[src/rtl/ss_marquee.sv]
// Scrolling seven-segment message stage: FIFO of decoded patterns shifted into digit 0 on each tick.
// Define MARQUEE_WRAP_EN to rotate the display continuously instead of draining it with blanks.
module ss_marquee #(
  parameter int DIGITS = 8,
  parameter int DEPTH  = 4
) (
  input  logic                    hz100,
  input  logic                    reset,
  input  logic                    tick,
  input  logic                    clear,
  input  logic                    in_valid,
  input  logic [6:0]              in_seg,
  output logic                    in_ready,
  output logic [DIGITS*7-1:0]     disp,
  output logic [$clog2(DEPTH):0]  count,
  output logic                    busy
);

  localparam int PW = $clog2(DEPTH);
  localparam int CW = PW + 1;
  localparam int DW = $clog2(DIGITS);

  typedef enum logic [1:0] {S_IDLE, S_SCROLL, S_DRAIN} state_t;
  typedef enum logic [1:0] {OP_HOLD, OP_LOAD, OP_BLANK, OP_ROT} op_t;

  state_t              r_state;
  state_t              w_state_nxt;
  op_t                 w_op;
  logic [6:0]          r_mem [DEPTH];
  logic [PW-1:0]       r_wr_ptr;
  logic [PW-1:0]       r_rd_ptr;
  logic [CW-1:0]       r_count;
  logic [DIGITS*7-1:0] r_disp;
  logic [DW-1:0]       r_drain;
  logic [DW-1:0]       w_drain_nxt;
  logic                w_empty;
  logic                w_full;
  logic                w_push;
  logic                w_pop;
  logic [6:0]          w_head;

  assign w_empty  = (r_count == '0);
  assign w_full   = (r_count == CW'(DEPTH));
  assign in_ready = !w_full && !clear;
  assign w_push   = in_valid && in_ready;
  assign w_head   = r_mem[r_rd_ptr];

  assign disp  = r_disp;
  assign count = r_count;
`ifdef MARQUEE_WRAP_EN
  assign busy = !w_empty;
`else
  assign busy = (r_state != S_IDLE) || !w_empty;
`endif

  always_ff @(posedge hz100 or posedge reset) begin
    if (reset)      r_state <= S_IDLE;
    else if (clear) r_state <= S_IDLE;
    else            r_state <= w_state_nxt;
  end

  always_comb begin
    w_state_nxt = r_state;
    if (tick) begin
      case (r_state)
        S_IDLE:   if (!w_empty) w_state_nxt = S_SCROLL;
`ifdef MARQUEE_WRAP_EN
        S_SCROLL: if (w_empty) w_state_nxt = S_IDLE;
`else
        S_SCROLL: if (w_empty) w_state_nxt = S_DRAIN;
        // The tick that takes the counter to zero is the one that clears the last digit.
        S_DRAIN: begin
          if (!w_empty)                  w_state_nxt = S_SCROLL;
          else if (r_drain <= DW'(1))    w_state_nxt = S_IDLE;
        end
`endif
        default:  w_state_nxt = S_IDLE;
      endcase
    end
  end

  always_comb begin
    w_op        = OP_HOLD;
    w_pop       = 1'b0;
    w_drain_nxt = r_drain;
    if (tick && !clear) begin
      if (!w_empty) begin
        w_op  = OP_LOAD;
        w_pop = 1'b1;
      end else begin
        case (r_state)
`ifdef MARQUEE_WRAP_EN
          S_IDLE, S_SCROLL: w_op = OP_ROT;
`else
          S_SCROLL: begin
            w_op        = OP_BLANK;
            w_drain_nxt = DW'(DIGITS - 1);
          end
          S_DRAIN: begin
            w_op        = OP_BLANK;
            w_drain_nxt = (r_drain != '0) ? r_drain - DW'(1) : '0;
          end
`endif
          default: w_op = OP_HOLD;
        endcase
      end
    end
  end

  // Pattern storage carries no reset; only pointers and occupancy are control.
  always_ff @(posedge hz100) begin
    if (w_push) r_mem[r_wr_ptr] <= in_seg;
  end

  always_ff @(posedge hz100 or posedge reset) begin
    if (reset) begin
      r_wr_ptr <= '0;
      r_rd_ptr <= '0;
      r_count  <= '0;
      r_drain  <= '0;
    end else if (clear) begin
      r_wr_ptr <= '0;
      r_rd_ptr <= '0;
      r_count  <= '0;
      r_drain  <= '0;
    end else begin
      if (w_push) r_wr_ptr <= r_wr_ptr + PW'(1);
      if (w_pop)  r_rd_ptr <= r_rd_ptr + PW'(1);
      case ({w_push, w_pop})
        2'b10:   r_count <= r_count + CW'(1);
        2'b01:   r_count <= r_count - CW'(1);
        default: r_count <= r_count;
      endcase
      r_drain <= w_drain_nxt;
    end
  end

  always_ff @(posedge hz100 or posedge reset) begin
    if (reset)      r_disp <= '0;
    else if (clear) r_disp <= '0;
    else begin
      case (w_op)
        OP_LOAD:  r_disp <= {r_disp[DIGITS*7-8:0], w_head};
        OP_BLANK: r_disp <= {r_disp[DIGITS*7-8:0], 7'b0};
        OP_ROT:   r_disp <= {r_disp[DIGITS*7-8:0], r_disp[DIGITS*7-1 -: 7]};
        default:  r_disp <= r_disp;
      endcase
    end
  end

endmodule
[config.mk]
export PLATFORM = sky130hd
export DESIGN_NAME = ss_marquee
export DESIGN_NICKNAME = d
export VERILOG_FILES = /design/src/rtl/ss_marquee.sv
export SDC_FILE = /design/constraint.sdc
export NUM_CORES = 1
export LEC_CHECK = 0
export CAP_MARGIN = 20
export CORE_MARGIN = 1
export CORE_UTILIZATION = 52
export CTS_BUF_LIST = sky130_fd_sc_hd__clkbuf_16
export DETAILED_ROUTE_END_ITERATION = 16
export GPL_TIMING_DRIVEN = 0
export PLACE_DENSITY = 0.79
export SLEW_MARGIN = 15
export SYNTH_ARGS = -nofsm -noshare
export SYNTH_HDL_FRONTEND = slang
export SYNTH_SLANG_ARGS = --single-unit
[constraint.sdc]
create_clock -name hz100 -period 3.6 [get_ports hz100]
set_clock_uncertainty 0.1 [all_clocks]
set_input_delay 0.72 -clock hz100 [delete_from_list [all_inputs] [get_ports hz100]]
set_output_delay 0.72 -clock hz100 [all_outputs]
set_load 0.02 [all_outputs]
Word level (Yosys, flattened, before mapping)
Memories as Yosys holds them, arrays and structs flattened.
Cells that the tools add are included.
{"block": "word_totals", "reg_bits": 68, "ram_bits": 28, "output_inout_bits": 61, "elab_cells": 73, "mem_count": 1}
{"name": "r_mem", "depth": 4, "width": 7, "rd": 1, "rd_clocked_by_memory_dff": 0, "wr": 1, "line": "29", "source": "logic [6:0] r_mem [DEPTH];"}
{"block": "classes", "add_sub_neg": 5, "magnitude_cmp": 1, "eq_ne": 11, "mux": 27, "n_reduce_logical": 22}
{"op": "$pmux 56 s3", "n": 1}
{"op": "$mux 56", "n": 1}
{"op": "$mux 2", "n": 13}
{"op": "$mux 3", "n": 5}
{"op": "$pmux 3 s2", "n": 2}
{"op": "$reduce_bool 2->1", "n": 6}
{"op": "$reduce_bool 3->1", "n": 3}
{"op": "$eq 2x2->1 const B", "n": 4}
{"op": "$eq 2x1->1 const B", "n": 3}
{"op": "$ne 3x3->1 const B", "n": 2}
{"op": "$pmux 2 s3", "n": 1}
{"op": "$sub 3x1->3 const B", "n": 2}
{"op": "$add 2x1->2 const B", "n": 2}
{"op": "$mux 1", "n": 4}
{"op": "$ne 4x4->1 const B", "n": 1}
{"op": "$reduce_and 4->1", "n": 1}
{"op": "$reduce_bool 4->1", "n": 1}
{"op": "$add 3x1->3 const B", "n": 1}
{"op": "$eq 3x3->1 const B", "n": 1}
{"op": "$le 3x1->1 const B", "n": 1}
{"op": "$logic_and 1x1->1", "n": 3}
{"op": "$logic_not 1->1", "n": 3}
{"op": "$logic_not 3->1", "n": 1}
{"op": "$reduce_and 3->1", "n": 1}
{"op": "3 further kinds", "n": 3}

Longest topological paths before layout
Gate-level depths: netlist of the first run.
{"block": "depth", "word_depth": 8, "depth_mapped": 11}

Least setup slack after synthesis of the first run
No wires, ideal clock.
{"block": "synth_timing", "path_type": "input-to-reg", "startpoint": "input tick", "endpoint": "register r_disp[10], in the netlist disp[10]", "t_arrival_ps": 2500, "setup_slack_ps": 934, "stages": 8, "path_buffers": 3, "path_cell_list": "buf_2 -> o31ai_1 -> or2_2 -> ha_1 -> nor3b_2 -> buf_2 -> buf_2 -> a22o_1"}
{"block": "synth_between", "elab_chain_len": 4}
{"item": "start: declaration", "line": "9", "source": "input logic tick,"}
{"item": "$logic_and 1x1->1 *", "line": "86", "source": "if (tick && !clear) begin"}
{"item": "$mux 2 *", "line": "86"}
{"item": "$eq 2x2->1 / $eq 2x1->1 (equally long branches)", "line": "142", "source": "case (w_op)"}
{"item": "$reduce_bool 4->1 (no source line) *"}
{"item": "end signal: assignment", "line": "143", "source": "OP_LOAD: r_disp <= {r_disp[DIGITS*7-8:0], w_head};"}
{"item": "end signal: assignment", "line": "144", "source": "OP_BLANK: r_disp <= {r_disp[DIGITS*7-8:0], 7'b0};"}
{"item": "end signal: assignment", "line": "145", "source": "OP_ROT: r_disp <= {r_disp[DIGITS*7-8:0], r_disp[DIGITS*7-1 -: 7]};"}
{"item": "end: declaration", "line": "33", "source": "logic [DIGITS*7-1:0] r_disp;"}
Every way passes the cells marked *; elsewhere a longest branch is shown, timed or not.
A chain may end at the register's enable or synchronous reset.

Worst setup path after layout of the first run
{"block": "layout_timing", "startpoint": "input clear", "endpoint": "output in_ready"}
{"block": "layout_between", "elab_chain_len": 2}
{"item": "start: declaration", "line": "10", "source": "input logic clear,"}
{"item": "$logic_not 1->1", "line": "44", "source": "assign in_ready = !w_full && !clear;"}
{"item": "$logic_and 1x1->1", "line": "44"}
{"item": "end: declaration", "line": "13", "source": "output logic in_ready,"}
Every way passes these cells.

==> results.py, run 1 <==
metrics = {
    "yosys": {
        "ys_ff_latch": 96,
        "netlist_instances": 296,
        "syn_area_mm2": 0.00405,
        "yosysWarningCount": 0,
        "synth_top_flop_cell": "dfrtp_1",
        "syn_nets": 322,
        "async_reset_ff_frac": 0.708,
        "synth_cell_types": 46,
        "synth_edf_count": 28,
        "ys_seq_area_frac": 0.628,
        "avgSynthCellArea_um2": 13.7,
    },
    "sta": {
        "slew_violations": 0,
        "worst_slack_ns": 0.236,
        "tightest_slew_ns": 0.488,
        "hold_violations": 0,
        "fin_crit_ns": 3.36,
        "rsz0062_at_grt": "false",
        "setup_viol": 0,
        "fmax_mhz": 297,
        "fin_crit_sh": 0.934,
        "max_slew_margin": 0.675,
    },
    "outcome": {
        "status": "finished, final reports clean",
    },
    "die": {
        "num_rows": 31,
        "design.portCount": 73,
        "die_area_mm2": 0.00814,
        "start_util": 0.549,
        "core_area_mm2": 0.00737,
        "dieHeight_um": 90.2,
        "die_w_um": 90.2,
    },
    "clocking": {
        "clkTransAtPathRegs_ns": 0.06,
        "cts_hold_buf": 0,
        "clkSinkCount": 96,
        "post_cts.repair.setup_buffers": 0,
        "cts_root_buf": "clkbuf_16",
        "clock_path_buffers": 2,
        "ctsHtreeMaxLevel": 3,
        "cts_tree": "done",
        "cts_inserted_buffers": 9,
        "clk_latency_ns": 0.34,
    },
    "critical_path": {
        "crit_fanout": 10,
        "start_kind": "primary input",
        "rrSetupSlack_ns": 0.59,
        "cp_data_required_time_ns": 2.78,
        "critPathKind": "primary input to output port",
        "critPathArrivalTime_ns": 2.54,
        "cp-end-kind": "output port",
    },
    "drt": {
        "routed_wl_um": 8620,
        "vias": 2721,
        "viasPerCell": 5.62,
        "routedWlPerCell_um": 17.8,
        "drt-pass1-iter-count": 4,
        "drc_errors": 0,
        "initialDrtViolationCount": 157,
        "ant_nets": 0,
    },
    "global_route": {
        "grt_start_max_net_pins": 49,
        "antenna_found_initial": 0,
        "grt_usage": 0.229,
        "grt_pass1_wl_um": 14300,
        "gr-total-overflow": 0,
        "grt_pass1_vias": 2734,
    },
    "power_and_ir_drop": {
        "power_density_mw_per_mm2": 495,
        "peakVddDrop_uv": 316,
        "p_leak_nw": 2.25,
    },
    "min_path": {
        "hp-class": "flip-flop to flip-flop",
    },
    "flow_run": {
        "maxCapViolCount": 0,
    },
    "place": {
        "port_buffers": 72,
        "post-place-ws_ns": -0.245,
        "dp_hpwl_um": 6230,
        "dp_cells": 468,
        "finalWeightedCongestion": 0.774,
    },
    "cells_and_area": {
        "final_cell_count_no_fill": 484,
        "n_antenna_cell": 0,
        "drive_above_1_share": 0.114,
        "syn_to_final_growth_pct": 29.2,
        "fin_nets": 406,
    },
}
## timing repair
action,4_1_cts,5_1_grt
setup endpoints to repair,0,16
resized for setup,0,1
hold endpoints to repair,0,0
## per-stage QoR
step / TNS (ns) / hold slack (ns) / util / instance area, um^2 / power (mW)
CTS: 0 / 0.430 / 0.710 / 5230 / 2.60
global placement: -5.21 / 0.406 / 0.664 / 4890 / 1.62
finish: 0 / 0.431 / 0.710 / 5230 / 2.59
detailed placement: -6.21 / 0.416 / 0.668 / 4920 / 1.64
global route: 0 / 0.452 / 0.710 / 5230 / 2.69
floorplan: 0 / 0.446 / - / 4050 / 1.50
## metal layers
layer  routed length (um)  up-vias  track usage
met4                  199        0       0.0860
met3                  323       17       0.0431
met2                 4490       76        0.400
li1                     -     1281            -
met5                    0        -            0
met1                 3610     1347        0.284
## power by group
part / total, mW / internal, mW / switching (mW)
Combinational: 0.417 / 0.177 / 0.240
Sequential: 1.20 / 1.16 / 0.0377
Clock: 0.969 / 0.548 / 0.421
## state kept, by name, summed over array words and instances (netlist names)
name	count
disp	56
r_rd_ptr	2
count	3
r_state	2
r_drain	3
r_wr_ptr	2
r_mem	28
## worst max-delay path, cell delays in order
cell	delay, ns
clkdlybuf4s50_1	0.51
buf_2	0.25
buf_1	0.42
a21oi_1	0.08
clkdlybuf4s50_1	0.56
## logic make-up after synthesis
logic type	after synthesis	synth area share
DFF	96	0.628
AOI/OAI and AO/OA	88	0.171
and+or+nand+nor	49	0.0649
buffers and inverters	37	0.0408
adders and majority gates	14	0.0451
muxes	8	0.0417
xor gates and xnor gates	4	0.00866
## synthesized netlist by cell type (2+ instances only)
| master | n | area, um^2 |
|---|---|---|
| dfrtp_1 | 68 | 1700 |
| a22o_1 | 49 | 429 |
| edfxtp_1 | 28 | 841 |
| inv_1 | 17 | 63.8 |
| ha_1 | 13 | 163 |
| a21oi_1 | 11 | 55.1 |
| nand2_1 | 11 | 41.3 |
| nor2_1 | 11 | 41.3 |
| buf_2 | 9 | 45.0 |
| and3_1 | 7 | 43.8 |
| clkbuf_1 | 7 | 26.3 |
| mux4_2 | 7 | 158 |
| o22ai_1 | 7 | 43.8 |
| and2_1 | 5 | 31.3 |
| o31ai_1 | 5 | 37.5 |
| o21ai_0 | 4 | 20.0 |
| nor3_1 | 3 | 15.0 |
| buf_1 | 2 | 7.51 |
| buf_6 | 2 | 22.5 |
| nand3_1 | 2 | 10.0 |
| xnor2_1 | 2 | 17.5 |
| xor2_1 | 2 | 17.5 |
## cell usage in the layout, fill, tap and decap left out, drive strengths merged, types with 2 or more instances in the layout
master         Yosys  final
o22ai              7      7
a22o              49     49
o21ai              6      6
clkinv             0      2
and3               7      7
o31ai              5      5
xnor2              2      2
dfrtp             68     68
nor3               3      3
and2               5      5
ha                13     13
clkbuf             7     17
mux4               7      7
buf               13     13
edfxtp            28     28
nor2              12     12
xor2               2      2
a21oi             12     12
nand3              2      2
inv               17     20
clkdlybuf4s50      0     72
or2                2      2
nand2             11     11
## worst paths after layout
kind                       cells past startpoint        to     start
setup / recovery                               5  in_ready     clear
hold / removal                                 1  disp[33]  disp[26]
setup reg to reg                              11  disp[14]  count[0]
hold reg to reg                                1  disp[33]  disp[26]
max in group asynchronous                      3  disp[20]     reset
min in group asynchronous                      2  count[1]     reset
## area by class of cell
cell class	instances	area, um^2
Buffer	20	103
Clock buffer	9	225
Clock inverter	7	81.3
Fill cell	503	2140
Inverter	17	66.3
Multi-Input combinational cell	163	1340
Sequential cell	96	2540
Tap cell	99	124
Timing Repair Buffer	73	748
Note: power is estimated with default switching activity, not from simulation.
==> run 2: changes to the inputs <==
--- a/config.mk
+++ b/config.mk
@@ -9,6 +9,7 @@
 export CORE_MARGIN = 1
 export CORE_UTILIZATION = 52
 export CTS_BUF_LIST = sky130_fd_sc_hd__clkbuf_16
+export CTS_CLUSTER_SIZE = 16
 export DETAILED_ROUTE_END_ITERATION = 16
 export GPL_TIMING_DRIVEN = 0
 export PLACE_DENSITY = 0.79
==> results of run 2 <==
Same layout as run 1: the final DEF is identical, and so are final timing and power.
